<file path="src/rtl/mprj_checkpoint_monitor.sv">
// Checkpoint-sequence monitor: watches a synchronized, glitch-filtered slice of mprj_io
// for an ordered list of signature codes and reports started/pass/fail/timeout/progress.
module mprj_checkpoint_monitor #(
  parameter int WIDTH         = 16,
  parameter int DEPTH         = 4,
  parameter int STABLE_CYCLES = 2,
  parameter int TIMEOUT_W     = 24
) (
  input  logic                       clock,
  input  logic                       resetb,
  input  logic                       enable,
  input  logic [WIDTH-1:0]           checkbits,
  input  logic                       cfg_we,
  input  logic [$clog2(DEPTH)-1:0]   cfg_idx,
  input  logic [WIDTH-1:0]           cfg_code,
  input  logic [$clog2(DEPTH):0]     cfg_len,
  input  logic [WIDTH-1:0]           fail_code,
  input  logic [TIMEOUT_W-1:0]       timeout_limit,
  output logic                       started,
  output logic                       pass,
  output logic                       fail,
  output logic                       timeout,
  output logic [$clog2(DEPTH):0]     step,
  output logic [TIMEOUT_W-1:0]       cycles,
  output logic [2:0]                 o_dbg_state
);

  localparam int IW = $clog2(DEPTH);
  localparam int SW = IW + 1;
  localparam int CW = $clog2(STABLE_CYCLES + 2);

  typedef enum logic [2:0] {
    S_IDLE  = 3'd0,
    S_ARMED = 3'd1,
    S_RUN   = 3'd2,
    S_PASS  = 3'd3,
    S_FAIL  = 3'd4
  } state_t;

  state_t r_state;
  state_t w_state_nxt;

  logic [WIDTH-1:0]     r_s1;
  logic [WIDTH-1:0]     r_s2;
  logic [CW-1:0]        r_stab;
  logic                 r_hit;
  logic [WIDTH-1:0]     r_hit_val;
  logic [WIDTH-1:0]     r_code [DEPTH];

  logic [SW-1:0]        r_step;
  logic [TIMEOUT_W-1:0] r_cycles;
  logic                 r_started;
  logic                 r_pass;
  logic                 r_fail;
  logic                 r_timeout;

  logic [SW-1:0]        w_len;
  logic [WIDTH-1:0]     w_exp_code;
  logic                 w_exp_match;
  logic                 w_fail_match;
  logic [TIMEOUT_W-1:0] w_cyc_inc;
  logic                 w_timeout_hit;
  logic [SW-1:0]        w_step_inc;
  logic                 w_last;

  logic [SW-1:0]        w_step_nxt;
  logic [TIMEOUT_W-1:0] w_cycles_nxt;
  logic                 w_started_nxt;
  logic                 w_pass_nxt;
  logic                 w_fail_nxt;
  logic                 w_timeout_nxt;

  // The stability counter restarts at 1 whenever s2 takes a new value and parks at
  // STABLE_CYCLES+1, so each stable episode produces exactly one hit.
  always_ff @(posedge clock or negedge resetb) begin
    if (!resetb) begin
      r_s1      <= '0;
      r_s2      <= '0;
      r_stab    <= '0;
      r_hit     <= 1'b0;
      r_hit_val <= '0;
    end else begin
      r_s1      <= checkbits;
      r_s2      <= r_s1;
      if (r_s1 != r_s2) begin
        r_stab <= CW'(1);
      end else if (r_stab != CW'(STABLE_CYCLES + 1)) begin
        r_stab <= r_stab + CW'(1);
      end
      r_hit     <= (r_s1 == r_s2) && (r_stab == CW'(STABLE_CYCLES));
      r_hit_val <= r_s2;
    end
  end

  always_ff @(posedge clock or negedge resetb) begin
    if (!resetb) begin
      for (int i = 0; i < DEPTH; i++) begin
        r_code[i] <= '0;
      end
    end else if (cfg_we) begin
      r_code[cfg_idx] <= cfg_code;
    end
  end

  always_comb begin
    if (cfg_len == '0) begin
      w_len = SW'(1);
    end else if (cfg_len > SW'(DEPTH)) begin
      w_len = SW'(DEPTH);
    end else begin
      w_len = cfg_len;
    end
  end

  // Slots are read live, so a write to the awaited slot applies to the very next hit.
  assign w_exp_code    = r_code[r_step[IW-1:0]];
  assign w_exp_match   = r_hit && (r_hit_val == w_exp_code);
  assign w_fail_match  = r_hit && (r_hit_val == fail_code);
  assign w_cyc_inc     = (&r_cycles) ? r_cycles : r_cycles + TIMEOUT_W'(1);
  assign w_timeout_hit = (timeout_limit != '0) && (w_cyc_inc == timeout_limit);
  assign w_step_inc    = r_step + SW'(1);
  assign w_last        = (w_step_inc >= w_len);

  always_ff @(posedge clock or negedge resetb) begin
    if (!resetb) begin
      r_state <= S_IDLE;
    end else begin
      r_state <= w_state_nxt;
    end
  end

  // Same-edge priority: enable low, then expected code, then fail code, then timeout.
  always_comb begin
    w_state_nxt = r_state;
    case (r_state)
      S_IDLE: begin
        w_state_nxt = S_ARMED;
      end
      S_ARMED, S_RUN: begin
        if (w_exp_match) begin
          w_state_nxt = w_last ? S_PASS : S_RUN;
        end else if (w_fail_match || w_timeout_hit) begin
          w_state_nxt = S_FAIL;
        end
      end
      S_PASS, S_FAIL: begin
        w_state_nxt = r_state;
      end
      default: begin
        w_state_nxt = S_IDLE;
      end
    endcase
    if (!enable) begin
      w_state_nxt = S_IDLE;
    end
  end

  always_comb begin
    w_step_nxt    = r_step;
    w_cycles_nxt  = r_cycles;
    w_started_nxt = r_started;
    w_pass_nxt    = r_pass;
    w_fail_nxt    = r_fail;
    w_timeout_nxt = r_timeout;
    case (r_state)
      S_ARMED, S_RUN: begin
        w_cycles_nxt = w_cyc_inc;
        if (w_exp_match) begin
          w_step_nxt    = w_step_inc;
          w_started_nxt = 1'b1;
          w_pass_nxt    = w_last;
        end else if (w_fail_match) begin
          w_fail_nxt = 1'b1;
        end else if (w_timeout_hit) begin
          w_fail_nxt    = 1'b1;
          w_timeout_nxt = 1'b1;
        end
      end
      S_PASS, S_FAIL: begin
        w_step_nxt = r_step;
      end
      default: begin
        w_step_nxt    = '0;
        w_cycles_nxt  = '0;
        w_started_nxt = 1'b0;
        w_pass_nxt    = 1'b0;
        w_fail_nxt    = 1'b0;
        w_timeout_nxt = 1'b0;
      end
    endcase
    if (!enable) begin
      w_step_nxt    = '0;
      w_cycles_nxt  = '0;
      w_started_nxt = 1'b0;
      w_pass_nxt    = 1'b0;
      w_fail_nxt    = 1'b0;
      w_timeout_nxt = 1'b0;
    end
  end

  always_ff @(posedge clock or negedge resetb) begin
    if (!resetb) begin
      r_step    <= '0;
      r_cycles  <= '0;
      r_started <= 1'b0;
      r_pass    <= 1'b0;
      r_fail    <= 1'b0;
      r_timeout <= 1'b0;
    end else begin
      r_step    <= w_step_nxt;
      r_cycles  <= w_cycles_nxt;
      r_started <= w_started_nxt;
      r_pass    <= w_pass_nxt;
      r_fail    <= w_fail_nxt;
      r_timeout <= w_timeout_nxt;
    end
  end

  assign started     = r_started;
  assign pass        = r_pass;
  assign fail        = r_fail;
  assign timeout     = r_timeout;
  assign step        = r_step;
  assign cycles      = r_cycles;
  assign o_dbg_state = r_state;

endmodule
</file>
<file path="config.mk">
export PLATFORM = sky130hd
export DESIGN_NAME = mprj_checkpoint_monitor
export DESIGN_NICKNAME = d
export VERILOG_FILES = /design/src/rtl/mprj_checkpoint_monitor.sv
export SDC_FILE = /design/constraint.sdc
export NUM_CORES = 1
export LEC_CHECK = 0
export BUFFER_PORTS_ARGS = -buffer_cell sky130_fd_sc_hd__buf_4
export CORE_ASPECT_RATIO = 1.2
export CORE_UTILIZATION = 41
export CTS_BUF_LIST = sky130_fd_sc_hd__clkbuf_8
export DETAILED_ROUTE_END_ITERATION = 10
export PLACE_DENSITY = 0.63
export SLEW_MARGIN = 20
export SYNTH_ARGS = -nofsm -noshare
export SYNTH_HDL_FRONTEND = slang
export SYNTH_SLANG_ARGS = --single-unit
</file>
<file path="constraint.sdc">
create_clock -name clock -period 7.55 [get_ports clock]
set_input_delay 1.51 -clock clock [delete_from_list [all_inputs] [get_ports clock]]
set_output_delay 1.51 -clock clock [all_outputs]
set_load 0.05 [all_outputs]
</file>
==> results of run 1 <==
per-layer routing:
layer  track usage [%]  vias to the layer above  part of all wire (%)
met5                 0                        -                     0
met4              8.66                        0                   2.2
met3              4.47                       31                   5.3
met2              36.8                      190                    50
met1              28.4                     2764                    43
li1                  -                     2565                     -
registers in the layout, summed over array words and instances (netlist names), 2 cells and up:
register,cells
r_stab,2
r_hit_val,16
r_s2,16
step,3
r_s1,16
r_code,64
cycles,24
o_dbg_state,3
area by class of cell:
cell class / instances / share of cell area [%]
inverter: 6 / 0.254
clock inverter: 14 / 1.72
clock buffer: 17 / 2.63
timing repair buffer: 119 / 10.1
tap: 220 / 3.10
multi-input combinational: 466 / 40.2
sequential: 149 / 42.0
worst max-delay path, cell delays in order, from the launching register on:
cell and delay (ps):
sky130_fd_sc_hd__dfrtp_1 500, sky130_fd_sc_hd__ha_1 370, sky130_fd_sc_hd__nand3_1 200, sky130_fd_sc_hd__or2_1 320, sky130_fd_sc_hd__or4_1 610, sky130_fd_sc_hd__mux2i_1 160
sky130_fd_sc_hd__or4_1 530, sky130_fd_sc_hd__nor4_1 220, sky130_fd_sc_hd__and3_1 250, sky130_fd_sc_hd__nor2_2 70, sky130_fd_sc_hd__a31o_1 230
synthesized netlist by cell type (2+ instances only):
cell type / count / area (um2)
sky130_fd_sc_hd__dfrtp_1: 149 / 3730
sky130_fd_sc_hd__nand2_1: 68 / 255
sky130_fd_sc_hd__mux2_2: 64 / 721
sky130_fd_sc_hd__xnor2_1: 50 / 438
sky130_fd_sc_hd__nor2_1: 32 / 120
sky130_fd_sc_hd__o21ai_0: 32 / 160
sky130_fd_sc_hd__xor2_1: 29 / 254
sky130_fd_sc_hd__nand3_1: 20 / 100
sky130_fd_sc_hd__a21oi_1: 19 / 95.1
sky130_fd_sc_hd__nor4_1: 18 / 113
sky130_fd_sc_hd__clkbuf_1: 16 / 60.1
sky130_fd_sc_hd__mux4_2: 16 / 360
sky130_fd_sc_hd__nand4_1: 14 / 87.6
sky130_fd_sc_hd__o31ai_1: 10 / 75.1
sky130_fd_sc_hd__buf_2: 9 / 45.0
sky130_fd_sc_hd__nand2b_1: 8 / 50.1
sky130_fd_sc_hd__nor3_1: 8 / 40.0
sky130_fd_sc_hd__ha_1: 7 / 87.6
sky130_fd_sc_hd__inv_1: 6 / 22.5
sky130_fd_sc_hd__and3_1: 5 / 31.3
sky130_fd_sc_hd__or2_2: 5 / 31.3
sky130_fd_sc_hd__nand3b_1: 4 / 30.0
sky130_fd_sc_hd__nor3b_1: 4 / 30.0
sky130_fd_sc_hd__or4_1: 4 / 30.0
sky130_fd_sc_hd__and2_1: 3 / 18.8
sky130_fd_sc_hd__and4_1: 3 / 26.3
sky130_fd_sc_hd__mux2i_1: 3 / 30.0
sky130_fd_sc_hd__o211ai_1: 3 / 22.5
sky130_fd_sc_hd__a211oi_2: 2 / 25.0
sky130_fd_sc_hd__a21o_1: 2 / 15.0
sky130_fd_sc_hd__a31o_1: 2 / 17.5
sky130_fd_sc_hd__buf_1: 2 / 7.51
sky130_fd_sc_hd__nand4_2: 2 / 25.0
sky130_fd_sc_hd__o21a_1: 2 / 15.0
sky130_fd_sc_hd__o221ai_1: 2 / 17.5
sky130_fd_sc_hd__o22ai_1: 2 / 12.5
power by group through the flow:
stage | Clock (mW) | Sequential (mW) | Combinational (mW)
6_report | 0.609 | 0.922 | 0.252
5_1_grt | 0.668 | 0.931 | 0.277
4_1_cts | 0.628 | 0.922 | 0.257
3_5_place_dp | 0 | 0.938 | 0.255
3_3_place_gp | 0 | 0.929 | 0.246
2_1_floorplan | 0 | 0.925 | 0.157
kinds of logic (layout without fill, tap and decap cells):
logic type,after synthesis,count (layout),synth area share [%]
xor+xnor,79,79,9.32
buf+inv,34,156,1.89
mux,83,83,15.0
fa+ha+maj,7,7,1.18
simple gates,205,205,14.1
flops,149,149,50.2
compound gates,92,92,8.36
metrics by stage:
step | worst slack (ps) | hold WS [ps] | utilization [%] | area (um2) | instances
floorplan | 4050 | 373 | - | 7430 | 649
global placement | 4050 | 376 | 48.1 | 8490 | 960
detailed placement | 4000 | 381 | 48.1 | 8490 | 960
CTS | 3970 | 404 | 50.3 | 8880 | 991
global route | 3660 | 408 | 50.3 | 8880 | 991
finish | 3980 | 398 | 50.3 | 8880 | 991
worst max-delay path by stage:
stage / from / end / slack [ps] / cells past startpoint
5_1_grt: cycles[0] / o_dbg_state[1] / 3660 / 10
3_3_place_gp: timeout_limit[2] / o_dbg_state[1] / 4050 / 10
2_1_floorplan: cycles[0] / o_dbg_state[1] / 4050 / 11
6_report: cycles[0] / o_dbg_state[1] / 3980 / 10
3_5_place_dp: cycles[0] / o_dbg_state[1] / 4000 / 10
4_1_cts: cycles[0] / o_dbg_state[1] / 3970 / 10
==> results.md, run 1 <==
Outcome:
- The run finished, with violations left.
- The final reports fail on DRC.

GRT:
- The wire length of the first global-routing pass is 31400 um.
- The number of global-route vias before repair was a little under 6000.
- Entering global routing, the biggest net connects 89 pins.
- Summed over all layers, the global routing overflow is 0.
- The initial antenna violation count was 0.
- The aggregate global-route resource usage is 22.1%.

Synth:
- The number of nets in the synthesized netlist is around 740.
- Sequential elements use about 50% of the synthesized area.
- The dominant register cell in the synthesized netlist is sky130_fd_sc_hd__dfrtp_1.
- In this run, synthesis produced a sequential element count of about 150.
- The synthesized design contains 0 enable-type register cells.
- The synthesized area is roughly 0.0074 mm2.
- For this run, the number of Yosys warnings is 0.
- In the synthesized netlist the async set-or-reset flop fraction comes to 100%.
- The post-synthesis area per instance is between 10 and 15 um2.
- The number of different library cells used by synthesis comes to 60.
- The number of instances in the synthesized netlist is roughly 650.

Pwr:
- In this run, the clock network consumes 34.2% of the power.
- The power spent charging and discharging nets is ~0.47 mW.
- The part of the total power dissipated in sequential elements is 51.7%.
- The switching part of the total power is around a quarter.
- In this run the static leakage power is 3.76 nW.
- The completed layout was analyzed and its total power is 1.78 mW.
- The internal power of the cells totals around 1.3 mW.
- IR analysis of the VDD net gives a maximum drop of 0.132 mV.
- Per report_power, the combinational group accounts for 14.2% of the total.
- The power density of the placed cells is 201 mW/mm2.

Die:
- Row generation in the floorplan step produced 53 rows.
- In this run the standard cell core region covers approximately 0.018 mm2.
- The area of the die is 0.0187 mm2.
- Pin placement for this block handled 115 I/O pins.
- From left edge to right edge, the die measures 125 um.
- The initial standard-cell utilization of the core is 42.1%.
- The die height is 149 um.

Routing:
- Using the TritonRoute via totals, the vias-per-cell ratio works out to 5.60.
- The first-pass iteration count of the detailed router is 8.
- After detailed routing, the average wire length per cell comes to 19.6 um.
- The via count is 5550.
- The total DRC errors in the routed layout is 24.
- The detailed router finished its first iteration with 311 violations.
- The remaining antenna violation count after routing is 0.
- The total wire length after detailed routing is 19400 um.

Timing:
- For the final routed database, the setup TNS stands at 0 ps.
- The worst-case clock skew is about 15 ps.
- Setup repair after global routing left no endpoint under its margin.
- The final number of max-transition violations is 0.
- Derived from the worst setup path, the maximum achievable clock frequency is 280 MHz.
- The worst-case headroom to the max-slew limit is 31.6%.
- The final hold violation count was 0.
- The actual transition at the worst max-transition pin is 1030 ps.
- The period utilization is 47.3%.
- Subtracting the final worst setup slack from the clock period gives 3570 ps.
- Setup violations remaining at the end of the flow were counted as 0.

Clock tree:
- The insertion delay of the later-clocked pin in the worst-skew pair is 440 ps.
- The CTS clock-pin slew for the worst setup and hold paths is 90 ps.
- The number of gates resized after cts is 0.
- The TritonCTS clock tree is done.
- The H-tree was split into 4 levels.
- The total of hold buffers inserted after clock tree synthesis is 0.
- The root buffer selected by CTS is sky130_fd_sc_hd__clkbuf_8.
- The post-CTS setup buffer count is 0.
- The clock passes through at most 2 buffers.
- Buffers inserted during clock tree synthesis total 17.
- Clock tree synthesis found a total of approximately 150 sinks.

Worst setup path:
- The worst reg-to-reg path cell count is 10.
- The worst flop-to-flop path endpoint is o_dbg_state[1].
- At the worst endpoint, the required time is slightly below 8000 ps.
- The worst setup path is launched from a register.
- The worst setup path is of the register to register kind.
- The minimum setup slack among reg-to-reg paths is 3980 ps.
- Along the worst path, the maximum fanout reaches 8.
- For the worst setup path, the data arrival time is a little under 4000 ps.
- The launch point of the worst reg-to-reg path is cycles[0].
- STA classifies the critical path endpoint as a register.

Finish:
- The net total in the final layout is 847.
- In the layout the commonest cells are 149 x sky130_fd_sc_hd__dfrtp_1, 117 x sky130_fd_sc_hd__buf_4, 68 x sky130_fd_sc_hd__nand2_1.
- The multi-input logic area is between 0.003 and 0.004 mm2.
- The number of antenna repair diodes is 0.
- The most common library cell in the layout ignoring fill and taps is sky130_fd_sc_hd__dfrtp_1.
- The share of cells above drive strength 1 is 31.8%.
- After filler insertion, the fill cell instance count of the layout stands at 1575.
- Relative to the synthesized area, the layout overhead comes to 19.6%.
- The sequential cell area is 0.00373 mm2.

Hold path:
- In this run the most critical hold path is launched from r_s2[9].
- The class of the tightest hold or removal check is register to register.
- The path with the worst hold slack has its endpoint at r_hit_val[9].
- The worst hold path was traced through 0 stages.

Place:
- After legalization and detailed placement, the total HPWL measured 14100 um.
- The number of I/O port buffers is 114.
- The routability-driven placement congestion ratio is roughly 0.94.

Run:
- The number of max-capacitance violations reported is 0.
Note: power is estimated with default switching activity, not from simulation.
==> run 2, diff against run 1 <==
==> constraint.sdc (replaced) <==
create_clock -name clock -period 3.57 [get_ports clock]
set_input_delay 0.714 -clock clock [delete_from_list [all_inputs] [get_ports clock]]
set_output_delay 0.714 -clock clock [all_outputs]
set_load 0.05 [all_outputs]
==> run 2 against run 1 <==
  * The run still ends with DRC left
  * Flip-flop and latch count unchanged
  * Clock power increased by 110%
  * First-iteration DRC count increased by 5.8%
  * Worst hold slack got worse by 49 ps
  * Register-to-register slack got worse by 3700 ps
  * Largest power group unchanged
  * Die area unchanged
  * Utilization increased by 0.61 points
  * Largest cell class unchanged
  * Global-route usage increased by 0.21 points
  * Combinational power increased by 110%
  * Worst setup slack got worse by 3700 ps
==> results.md, run 2 (synthesized netlist as in run 1, its figures left out) <==
Worst setup path:
- The element type at the critical path start was a register (unchanged).
- The largest fanout of any net on the critical path was 7 (was 8).
- The category of the most critical setup path is register to register (unchanged).
- Critical Path, Cell by Cell: ha_1 > nand3_1 > or2_1 > or4_4 > mux2i_1 > or4_1 > nor4_1 > and3_1 > nor2_2 > a31o_1 (was ha_1 > nand3_1 > or2_1 > or4_1 > mux2i_1 > or4_1 > nor4_1 > and3_1 > nor2_2 > a31o_1).
- The kind of capture point of the worst setup path is a register (unchanged).
- The arrival time of the worst setup path came to 3650 ps (was 3900 ps).
- The maximum cell stage delay along the critical path is 590 ps (was 610 ps).
- The data required time at the worst endpoint was 3930 ps (was 7880 ps).
- The cell with the largest stage delay on the worst path is sky130_fd_sc_hd__or4_4 (was sky130_fd_sc_hd__or4_1).

Clock tree:
- The root buffer selected by CTS is sky130_fd_sc_hd__clkbuf_8 (unchanged).
- The total clock buffers created by CTS is 17 (unchanged).
- The total number of H-tree levels is 4 (unchanged).
- The insertion delay of the later-clocked pin in the worst-skew pair was 470 ps (was 440 ps).
- The TritonCTS clock tree is done (unchanged).
- The total of hold buffers inserted after clock tree synthesis is 0 (unchanged).
- The CTS clock-pin slew for the worst setup and hold paths came to 90 ps (about the same).
- The maximum buffer depth of the clock tree is 2 (unchanged).
- The number of gates resized after cts is 0 (unchanged).
- The clock sink count is 149 (unchanged).
- The post-CTS setup buffer count is 0 (unchanged).

GRT:
- The total global routing overflow is 0 (unchanged).
- The number of global-route vias before repair is 5746 (was 5810).
- The largest net degree at the start of global routing is 121 (was 89).
- The initial antenna violation count is 0 (unchanged).
- The wire length of the first global-routing pass is 31400 um (about the same).
- The aggregate global-route resource usage came to 22.3% (was 22.1%).

Die:
- The placeable core area was 0.0176 mm2 (unchanged).
- The die height came to 149 um (unchanged).
- The initial standard-cell utilization of the core came to 42.1% (unchanged).
- The floorplan row count is 53 (unchanged).
- The horizontal die dimension is 125 um (unchanged).
- The area of the die is 0.0187 mm2 (unchanged).
- The top-level port count is 115 (unchanged).

Pwr:
- The total leakage power is 3.83 nW (was 3.76 nW).
- The peak supply drop was 0.294 mV (was 0.132 mV).
- The total power after layout is 3.73 mW (was 1.78 mW).
- The power density of the placed cells is 415 mW/mm2 (was 201 mW/mm2).

Place:
- The number of I/O port buffers is 114 (unchanged).
- The HPWL after detailed placement came to 14500 um (was 14100 um).
- The number of cells in the design after placement is 976 (was 960).
- The routability-driven placement congestion ratio is 0.933 (was 0.939).
- The worst slack at placement is 220 ps (was 4000 ps).
- The cell area reported after detailed placement is 0.00861 mm2 (was 0.00849 mm2).

Routing:
- The total DRC errors in the routed layout was 24 (unchanged).
- The first-pass iteration count of the detailed router is 8 (unchanged).
- The remaining antenna violation count after routing is 0 (unchanged).
- The total met3 wirelength after detailed routing is 889 um (was 1020 um).
- The top layer reached by signal wires was met4 (unchanged).
- The sum of routed wire segments on met1 is 8490 um (was 8310 um).
- The total wire length after detailed routing came to 19700 um (was 19400 um).
- The count of routing violations after the opening detailed-route iteration is 329 (was 311).
- The routed length per instance was 19.5 um (was 19.6 um).
- The via count was 5606 (was 5550).
- The via density per instance is 5.56 (was 5.60).
- The met2 layer wire length in the routed design is 9870 um (was 9630 um).

Timing:
- The final number of max-transition violations came to 0 (unchanged).
- The fmax is 304 MHz (was 280 MHz).
- The actual transition at the worst max-transition pin came to 1020 ps (was 1030 ps).
- The worst-case clock skew came to 11.2 ps (was 14.5 ps).
- The period utilization came to 92.2% (was 47.3%).
- The final-layout setup total negative slack is 0 ps (unchanged).
- The final critical-path setup slack is 279 ps (was 3980 ps).
- Unrepaired setup endpoints after global routing: false (unchanged).
- The final setup violation count is 0 (unchanged).
- The minimum period implied by the final worst setup slack is 3290 ps (was 3570 ps).
- The worst hold slack is 349 ps (was 398 ps).
- The worst-case headroom to the max-slew limit is 31.7% (was 31.6%).
- The final hold violation count is 0 (unchanged).

Outcome:
- Result of the run: finished, violations left (unchanged).
- Violations in the final reports: DRC (unchanged).

Run:
- The number of max-capacitance violations reported came to 0 (unchanged).

Finish:
- The final design utilization was 51.0% (was 50.3%).
- The non-filler instance count after layout came to 1008 (was 991).
- The share of cells above drive strength 1 was 33.6% (was 31.8%).
- The most common library cell in the layout ignoring fill and taps is sky130_fd_sc_hd__dfrtp_1 (unchanged).
- The post-layout instance area was 0.00899 mm2 (was 0.00888 mm2).
- The number of flip-flops in the largest register is 64 (unchanged).
- The number of antenna repair diodes is 0 (unchanged).
- The net total in the final layout is 863 (was 847).
- The layout overhead on the synthesized area is 21.0% (was 19.6%).
- Most used cells in the layout excluding fill and tap cells: 147 x sky130_fd_sc_hd__dfrtp_1, 134 x sky130_fd_sc_hd__buf_4, 68 x sky130_fd_sc_hd__nand2_1 (was 149 x sky130_fd_sc_hd__dfrtp_1, 117 x sky130_fd_sc_hd__buf_4, 68 x sky130_fd_sc_hd__nand2_1).
- The most flop-heavy register is r_code (unchanged).

Hold path:
- The class of the tightest hold or removal check is input port to asynchronous set/reset pin (was register to register).
run 2: final timing paths:
check / start / to / slack, ps / cells after the start
worst min register to register: r_s2[14] / r_hit_val[14] / 390 / 0
worst min-delay path: resetb / step[2] / 350 / 1
worst max-delay path: cycles[0] / o_dbg_state[1] / 280 / 10
worst max register to register: cycles[0] / o_dbg_state[1] / 280 / 10
min in group clock: checkbits[7] / r_s1[7] / 350 / 1
max in group asynchronous: resetb / cycles[20] / 2360 / 2
run 2: per-layer routing:
layer,vias up,global-route usage (%)
li1,2597,-
met1,2809,27.8
met2,170,37.8
met3,30,4.93
met4,0,8.90
met5,-,0
run 2: critical path, delay by kind of cell, from the launching register on:
family                     cells  cell delay, ps
and+or+nand+nor                7            2170
DFF                            1             450
AOI/OAI and AO/OA              1             230
adders and majority gates      1             190
muxes                          1             150
run 2: area by class of cell:
class                           instances  area (um2)
Tap cell                              220         275
Sequential cell                       149        3730
Multi-Input combinational cell        466        3570
Inverter                                6        22.5
Timing Repair Buffer                  135        1020
Clock buffer                           19         262
Fill cell                            1611        8650
Clock inverter                         13         110
run 2: report_power, final:
part | total, mW | internal (mW) | switching [mW]
registers | 1.95 | 1.85 | 0.0948
clock network | 1.25 | 0.539 | 0.706
logic | 0.540 | 0.300 | 0.239
total | 3.73 | 2.69 | 1.04
